<file path="src/rtl/alu_share_arbiter.sv">
// Purpose : shares one combinational ALU between two requesters with round-robin arbitration.
// Latency : a granted request produces its response exactly 1 cycle later (registered capture).
// Backpressure: a requester is only eligible when its response slot is empty or being drained
//               this cycle; a stalled response blocks only its own requester.
//
// Ports:
//   clk, reset                  clock and synchronous active-high reset
//   reqN_valid/ready/op/a/b     request side handshake and ALU operation (N = 0, 1)
//   rspN_valid/ready/result/zero response side handshake and captured ALU outputs
//   alu_a/alu_b/alu_ctrl        drive to the shared ALU (zero when nothing is granted)
//   alu_result/alu_zero         combinational return from the shared ALU
//   stallN_cnt                  saturating count of cycles requester N was valid but not granted
module alu_share_arbiter #(
    parameter int WIDTH = 64,
    parameter int CNTW  = 16
) (
    input  logic             clk,
    input  logic             reset,

    input  logic             req0_valid,
    output logic             req0_ready,
    input  logic [2:0]       req0_op,
    input  logic [WIDTH-1:0] req0_a,
    input  logic [WIDTH-1:0] req0_b,
    output logic             rsp0_valid,
    input  logic             rsp0_ready,
    output logic [WIDTH-1:0] rsp0_result,
    output logic             rsp0_zero,

    input  logic             req1_valid,
    output logic             req1_ready,
    input  logic [2:0]       req1_op,
    input  logic [WIDTH-1:0] req1_a,
    input  logic [WIDTH-1:0] req1_b,
    output logic             rsp1_valid,
    input  logic             rsp1_ready,
    output logic [WIDTH-1:0] rsp1_result,
    output logic             rsp1_zero,

    output logic [WIDTH-1:0] alu_a,
    output logic [WIDTH-1:0] alu_b,
    output logic [2:0]       alu_ctrl,
    input  logic [WIDTH-1:0] alu_result,
    input  logic             alu_zero,

    output logic [CNTW-1:0]  stall0_cnt,
    output logic [CNTW-1:0]  stall1_cnt
);

    logic             rsp0_valid_q, rsp0_valid_d;
    logic [WIDTH-1:0] rsp0_result_q, rsp0_result_d;
    logic             rsp0_zero_q, rsp0_zero_d;
    logic             rsp1_valid_q, rsp1_valid_d;
    logic [WIDTH-1:0] rsp1_result_q, rsp1_result_d;
    logic             rsp1_zero_q, rsp1_zero_d;
    logic             last_grant_q, last_grant_d;
    logic [CNTW-1:0]  stall0_cnt_q, stall0_cnt_d;
    logic [CNTW-1:0]  stall1_cnt_q, stall1_cnt_d;

    logic elig0, elig1;
    logic grant0, grant1;

    // A slot that is being drained this cycle can be refilled in the same cycle,
    // so a continuously-ready consumer sees one result per cycle with no bubble.
    assign elig0 = req0_valid && (!rsp0_valid_q || rsp0_ready);
    assign elig1 = req1_valid && (!rsp1_valid_q || rsp1_ready);

    // On a tie the requester that did not win last time gets the ALU.
    assign grant0 = elig0 && (!elig1 || last_grant_q);
    assign grant1 = elig1 && (!elig0 || !last_grant_q);

    assign req0_ready = grant0;
    assign req1_ready = grant1;

    // Idle ALU inputs are forced to zero so the ALU never sees X.
    always_comb begin
        alu_a    = '0;
        alu_b    = '0;
        alu_ctrl = 3'b000;
        if (grant0) begin
            alu_a    = req0_a;
            alu_b    = req0_b;
            alu_ctrl = req0_op;
        end else if (grant1) begin
            alu_a    = req1_a;
            alu_b    = req1_b;
            alu_ctrl = req1_op;
        end
    end

    always_comb begin
        rsp0_valid_d  = rsp0_valid_q;
        rsp0_result_d = rsp0_result_q;
        rsp0_zero_d   = rsp0_zero_q;
        if (grant0) begin
            rsp0_valid_d  = 1'b1;
            rsp0_result_d = alu_result;
            rsp0_zero_d   = alu_zero;
        end else if (rsp0_valid_q && rsp0_ready) begin
            rsp0_valid_d  = 1'b0;
        end

        rsp1_valid_d  = rsp1_valid_q;
        rsp1_result_d = rsp1_result_q;
        rsp1_zero_d   = rsp1_zero_q;
        if (grant1) begin
            rsp1_valid_d  = 1'b1;
            rsp1_result_d = alu_result;
            rsp1_zero_d   = alu_zero;
        end else if (rsp1_valid_q && rsp1_ready) begin
            rsp1_valid_d  = 1'b0;
        end
    end

    always_comb begin
        last_grant_d = last_grant_q;
        if (grant0) begin
            last_grant_d = 1'b0;
        end else if (grant1) begin
            last_grant_d = 1'b1;
        end
    end

    // Stall counters stick at all-ones so a long stall is never misread as a short one.
    always_comb begin
        stall0_cnt_d = stall0_cnt_q;
        if (req0_valid && !grant0 && (stall0_cnt_q != '1)) begin
            stall0_cnt_d = stall0_cnt_q + CNTW'(1);
        end
        stall1_cnt_d = stall1_cnt_q;
        if (req1_valid && !grant1 && (stall1_cnt_q != '1)) begin
            stall1_cnt_d = stall1_cnt_q + CNTW'(1);
        end
    end

    always_ff @(posedge clk) begin
        if (reset) begin
            rsp0_valid_q  <= 1'b0;
            rsp0_result_q <= '0;
            rsp0_zero_q   <= 1'b0;
            rsp1_valid_q  <= 1'b0;
            rsp1_result_q <= '0;
            rsp1_zero_q   <= 1'b0;
            last_grant_q  <= 1'b1;
            stall0_cnt_q  <= '0;
            stall1_cnt_q  <= '0;
        end else begin
            rsp0_valid_q  <= rsp0_valid_d;
            rsp0_result_q <= rsp0_result_d;
            rsp0_zero_q   <= rsp0_zero_d;
            rsp1_valid_q  <= rsp1_valid_d;
            rsp1_result_q <= rsp1_result_d;
            rsp1_zero_q   <= rsp1_zero_d;
            last_grant_q  <= last_grant_d;
            stall0_cnt_q  <= stall0_cnt_d;
            stall1_cnt_q  <= stall1_cnt_d;
        end
    end

    assign rsp0_valid  = rsp0_valid_q;
    assign rsp0_result = rsp0_result_q;
    assign rsp0_zero   = rsp0_zero_q;
    assign rsp1_valid  = rsp1_valid_q;
    assign rsp1_result = rsp1_result_q;
    assign rsp1_zero   = rsp1_zero_q;
    assign stall0_cnt  = stall0_cnt_q;
    assign stall1_cnt  = stall1_cnt_q;

endmodule

</file>
<file path="config.mk">
export PLATFORM = sky130hd
export DESIGN_NAME = alu_share_arbiter
export DESIGN_NICKNAME = d
export VERILOG_FILES = /design/src/rtl/alu_share_arbiter.sv
export SDC_FILE = /design/constraint.sdc
export NUM_CORES = 1
export LEC_CHECK = 0
export CORE_AREA = 2 2 246 248
export CTS_BUF_LIST = sky130_fd_sc_hd__clkbuf_4 sky130_fd_sc_hd__clkbuf_8
export DETAILED_ROUTE_END_ITERATION = 8
export DIE_AREA = 0 0 248 250
export PLACE_DENSITY_LB_ADDON = 0.08
export SLEW_MARGIN = 20
export SYNTH_ARGS = -nofsm -noshare
export SYNTH_HDL_FRONTEND = slang
export SYNTH_SLANG_ARGS = --single-unit
</file>
<file path="constraint.sdc">
create_clock -name clk -period 2.56 [get_ports clk]
set_clock_uncertainty 0.05 [all_clocks]
set_input_delay 0.512 -clock clk [delete_from_list [all_inputs] [get_ports clk]]
set_output_delay 0.512 -clock clk [all_outputs]
set_load 0.01 [all_outputs]
</file>
[Yosys cells after proc, flatten, opt, wreduce, memory -nomap -nowiden]
Cells that the tools add are included.
Storage, ports and cells
  memories kept: 0
  latch bits: 0
  register bits: 165
  memory bits (read-only): 0
  RAM bits: 0
  logic and storage cells: 49
  output and inout port bits: 297
  input bits: 333
Operators by class
  eq/ne operators: 2
  reduce and logical (&&, ||, !) cells: 24
  divide/modulo/power cells: 0
  mux-type cells: 12
  shift operators: 0
  $lt $le $gt $ge: 0
  multiply operators: 0
  bitwise operators: 0
  $add $sub $neg: 2
Operators with widths (number)
  64-bit 2-to-1 mux: 4
  16-bit by 1-bit adder with 16-bit output (second input constant): 2
  16-bit != test (second input constant): 2
  1-bit logical AND: 10
  1-bit zero test: 7
  1-bit 2-to-1 mux: 6
  3-bit 2-to-1 mux: 2
  2-bit nonzero test: 3
  1-bit logical OR: 4

[Longest topological paths before layout]
  depth in word-level cells: 9
  gate-level depth with buffers: 8

[Least setup slack after synthesis]
Ideal clock, no wire load.
  path kind: input to output
  start point: input rsp0_ready
  end point: output alu_a[0]
  buffers on the path: 2
  stages: 7
  arrival: 1.642 ns
  data required time: 1.998 ns
  path slack: 0.356 ns
  cells stage by stage: nand2b_2 nand3_1 nand3_1 inv_2 buf_2 buf_2 a22o_1
Between the ends
  word-level cells in the longest chain between the ends: 7
RTL lines
  from (decl): RTL line 26  | input logic rsp0_ready,
  1-bit logical OR *: RTL line 65  | assign elig0 = req0_valid && (!rsp0_valid_q || rsp0_ready);
  1-bit logical AND *: RTL line 65
  1-bit zero test: RTL line 70  | assign grant1 = elig1 && (!elig0 || !last_grant_q);
  1-bit logical OR: RTL line 70
  1-bit logical AND: RTL line 70
  64-bit 2-to-1 mux: RTL line 84  | end else if (grant1) begin
  64-bit 2-to-1 mux *: RTL line 80  | if (grant0) begin
  to (decl): RTL line 40  | output logic [WIDTH-1:0] alu_a,
Every way passes the cells marked *; elsewhere a longest branch is shown, timed or not.

[Worst setup path in the final report]
  start point: register rsp1_valid_q (netlist: rsp1_valid)
  end point: output alu_b[45]
Between the ends
  word-level cells in the longest chain between the ends: 7
RTL lines
  from (decl): RTL line 53  | logic rsp1_valid_q, rsp1_valid_d;
  from (signal assigned): RTL line 151  | rsp1_valid_q <= rsp1_valid_d;
  1-bit zero test *: RTL line 66  | assign elig1 = req1_valid && (!rsp1_valid_q || rsp1_ready);
  1-bit logical OR *: RTL line 66
  1-bit logical AND *: RTL line 66
  1-bit zero test: RTL line 69  | assign grant0 = elig0 && (!elig1 || last_grant_q);
  1-bit logical OR: RTL line 69
  1-bit logical AND: RTL line 69
  64-bit 2-to-1 mux *: RTL line 80
  to (decl): RTL line 41  | output logic [WIDTH-1:0] alu_b,
Marked as above.

==> impl_metrics.yaml <==
status:
  status: "finished with violations"
  violations: "setup timing"
finish:
  fillers: 6542
  syn2layout_area_growth_pct: 110
  nets: 1925
  multi_input_area_sq_mm: 0.00394
  layout-drive-gt1-share: 0.180
  final_util: 0.265
  fin_area_sq_mm: 0.0158
  seq_area_sq_mm: 0.00331
cts:
  cts_max_path_buffers: 2
  clkSinkCount: 165
  cts_buffers: 17
  cts-root-buf: "clkbuf_8"
  hold_buffers: 0
  cts.clk_slew.worst_paths_ns: 0.10
  htree_levels: 4
  cts_tree: "built"
  insertion_delay_ns: 0.51
routing:
  avgViaCountPerCell: 4.09
  wirelength_microns: 59200
  ant_nets: 0
  drt-initial-drc-count: 450
  vias: 9806
  drc_errors: 0
  wire_per_inst_microns: 24.7
  drtPass1Iterations: 5
placement:
  place_congestion: 0.852
  hpwl_microns: 47000
  portBuffers: 629
  postPlaceCellArea_sq_mm: 0.0151
worst_setup_path:
  cp_top_family: "buffers and inverters"
  crit_required_ns: 2.00
  slowest_stage: "dfxtp_4"
  crit_path_max_incr_delay_ns: 0.36
  timing.rr.end: "rsp0_result[27]"
  crit_arrival_ns: 2.12
  crit_buf_inv: 5
  critPathMaxFanout: 8
  critical_path_class: "reg2out"
  worstReg2RegStart: "rsp1_valid"
  crit_chain: "nor2b_4 > o211ai_4 > buf_12 > inv_12 > buf_16 > buf_6 > a22o_1 > buf_2"
  worstRegToRegCells: 6
  endpoint_kind: "output port"
  r2r_setup_slack_ns: 0.49
  worstSetupStartpointType: "register"
run:
  maxCapViolCount: 0
timing:
  setup_viol: 62
  finalCritPeriodShare: 1.05
  fmax_mhz: 372
  rsz0062_at_grt: "true"
  max-slew-margin-rel: 0.359
  fin_crit_ns: 2.69
  worst_pin_slew_ns: 0.962
  hold_viol_final: 0
  setup_ws_ns: -0.126
  slew_viol_final: 0
  finalSetupTns_ns: -5.89
synthesis:
  ys_seq_elements: 165
  synth_area_sq_mm: 0.00752
  synth_enable_flop_cells: 0
  syn_area_per_cell_sq_um: 8.16
  synth.distinct_cells: 48
  syn_inst: 922
  ys_async_sr_fraction: 0
  yosysSeqAreaShare: 0.439
  yosys-top-cells-area: "dfxtp_1 44%, a22o_1 15%, nand2_1 13%"
  netlist.area_leader.share: 0.439
  yosysTopAreaCell: "dfxtp_1"
  synth_flop_cell: "dfxtp_1"
  yosysWarningCount: 0
  synth_nets: 1257
grt:
  grt_overflow: 0
  use_met3: 0.0483
  grt.total_usage: 0.186
  grt_util_met1: 0.185
  grt_antenna_before_repair: 33
  busiest_layer: "met2"
  grt_pass1_wl_microns: 79600
  met2_usage: 0.362
  grt_pass1_vias: 9909
  grt_max_degree: 67
min_path:
  hp-class: "in2reg"
  holdCritStartpoint: "reset"
  min_path_cells: 2
  whs_endpoint: "stall0_cnt[1]"
floorplanning:
  placementRows: 90
  fp.dieH_microns: 250
  initial_utilization: 0.126
  chipWidth_microns: 248
  die_area_sq_mm: 0.0620
  coreArea_sq_mm: 0.0596
  io_pins: 630
pwr:
  power.leakage_nw: 6.14
  power.density_mw_per_mm2: 476
  fin_total_pwr_mw: 7.50
  peakVddDrop_mv: 0.298
-- layout make-up --
class | instances | share of cell area
sequential | 165 | 0.210
clock buffer | 17 | 0.0148
multi-input combinational | 677 | 0.250
timing repair inverter | 1 | 0.00103
antenna | 11 | 0.00175
timing repair buffer | 726 | 0.447
clock inverter | 15 | 0.0123
tap | 782 | 0.0621
inverter | 2 | 0.00175
-- logic make-up after synthesis --
logic type | Yosys count | share of synthesized area
fa+ha+maj | 2 | 0.00333
compound gates | 281 | 0.260
xor+xnor | 24 | 0.0279
simple gates | 366 | 0.216
buf+inv | 80 | 0.0487
mux | 4 | 0.00549
flops | 165 | 0.439
-- how the worst max path moves through the flow --
stage,from,end,slack [ns],cells after the start
2_1_floorplan,rsp0_ready,alu_a[0],0.36,7
3_3_place_gp,rsp0_ready,alu_a[17],-0.67,8
3_5_place_dp,rsp0_ready,alu_a[17],-0.67,8
4_1_cts,last_grant_q,alu_b[6],-0.19,8
5_1_grt,rsp1_valid,alu_b[55],-0.21,8
6_report,rsp1_valid,alu_b[45],-0.13,8
-- stage by stage --
stage	cells	setup slack (ns)	hold slack, ns
after CTS	2378	-0.190	0.343
after global routing	2394	-0.210	0.373
after floorplan	922	0.356	0.431
final	2396	-0.126	0.384
after global placement	2317	-0.666	0.392
after detailed placement	2317	-0.673	0.396
-- registers in the layout (all words and copies together) (netlist names) --
register	flops
rsp0_result	64
rsp0_valid	1
stall0_cnt	16
rsp1_result	64
stall1_cnt	16
last_grant_q	1
rsp1_zero	1
rsp0_zero	1
rsp1_valid	1
-- metal layers --
metal / up-vias / part of all wire
li1: 4600 / -
met1: 4735 / 0.35
met2: 389 / 0.56
met3: 80 / 0.064
met4: 2 / 0.025
met5: - / 0.00027
-- Yosys cell counts (4+ instances only) --
| library cell | n |
|---|---|
| nand2_1 | 268 |
| nand3_1 | 12 |
| dfxtp_1 | 165 |
| buf_4 | 5 |
| xor2_1 | 12 |
| buf_2 | 32 |
| nor4_1 | 8 |
| clkbuf_1 | 37 |
| and4_1 | 5 |
| nand4_1 | 17 |
| a21oi_1 | 136 |
| xnor2_1 | 12 |
| o21ai_0 | 4 |
| a22o_1 | 131 |
| nor2_1 | 30 |
-- report_power, final --
part,switching (mW),total (mW),internal [mW]
Sequential,0.0717,2.77,2.70
Combinational,1.15,2.56,1.41
Clock,1.18,2.17,0.989
-- timing repair --
action,in CTS,in global routing
setup buffers,22,5
setup endpoints to repair,133,132
pin swaps,14,20
gates resized for setup,582,41
cloned,7,2
-- cells in the final DEF, fill, tap and decap left out, types with 3 or more instances in the layout --
cell             Yosys  routed
a22o_1             131     127
clkdlybuf4s50_1      0     491
diode_2              0      11
nand2b_4             1       3
nor3_1               3       3
mux2i_1              3       3
bufinv_16            0       3
a21oi_1            136     136
dlygate4sd2_1        0       5
clkbuf_8             0      17
buf_16               0       8
buf_2               32      92
xor2_1              12      12
clkinv_4             0       4
nand3_1             12      10
a22o_4               0       4
nor4_1               8       8
buf_4                5      65
xnor2_1             12      12
buf_8                0       3
nand2_1            268     268
inv_8                0       3
and4_1               5       5
dfxtp_1            165     162
and3_1               3       3
o21ai_0              4       4
inv_6                0       3
buf_12               0      17
nor2_1              30      30
or3_1                3       3
nand4_1             17      17
buf_6                1      42
No activity file was read; power rests on OpenSTA's default activity.
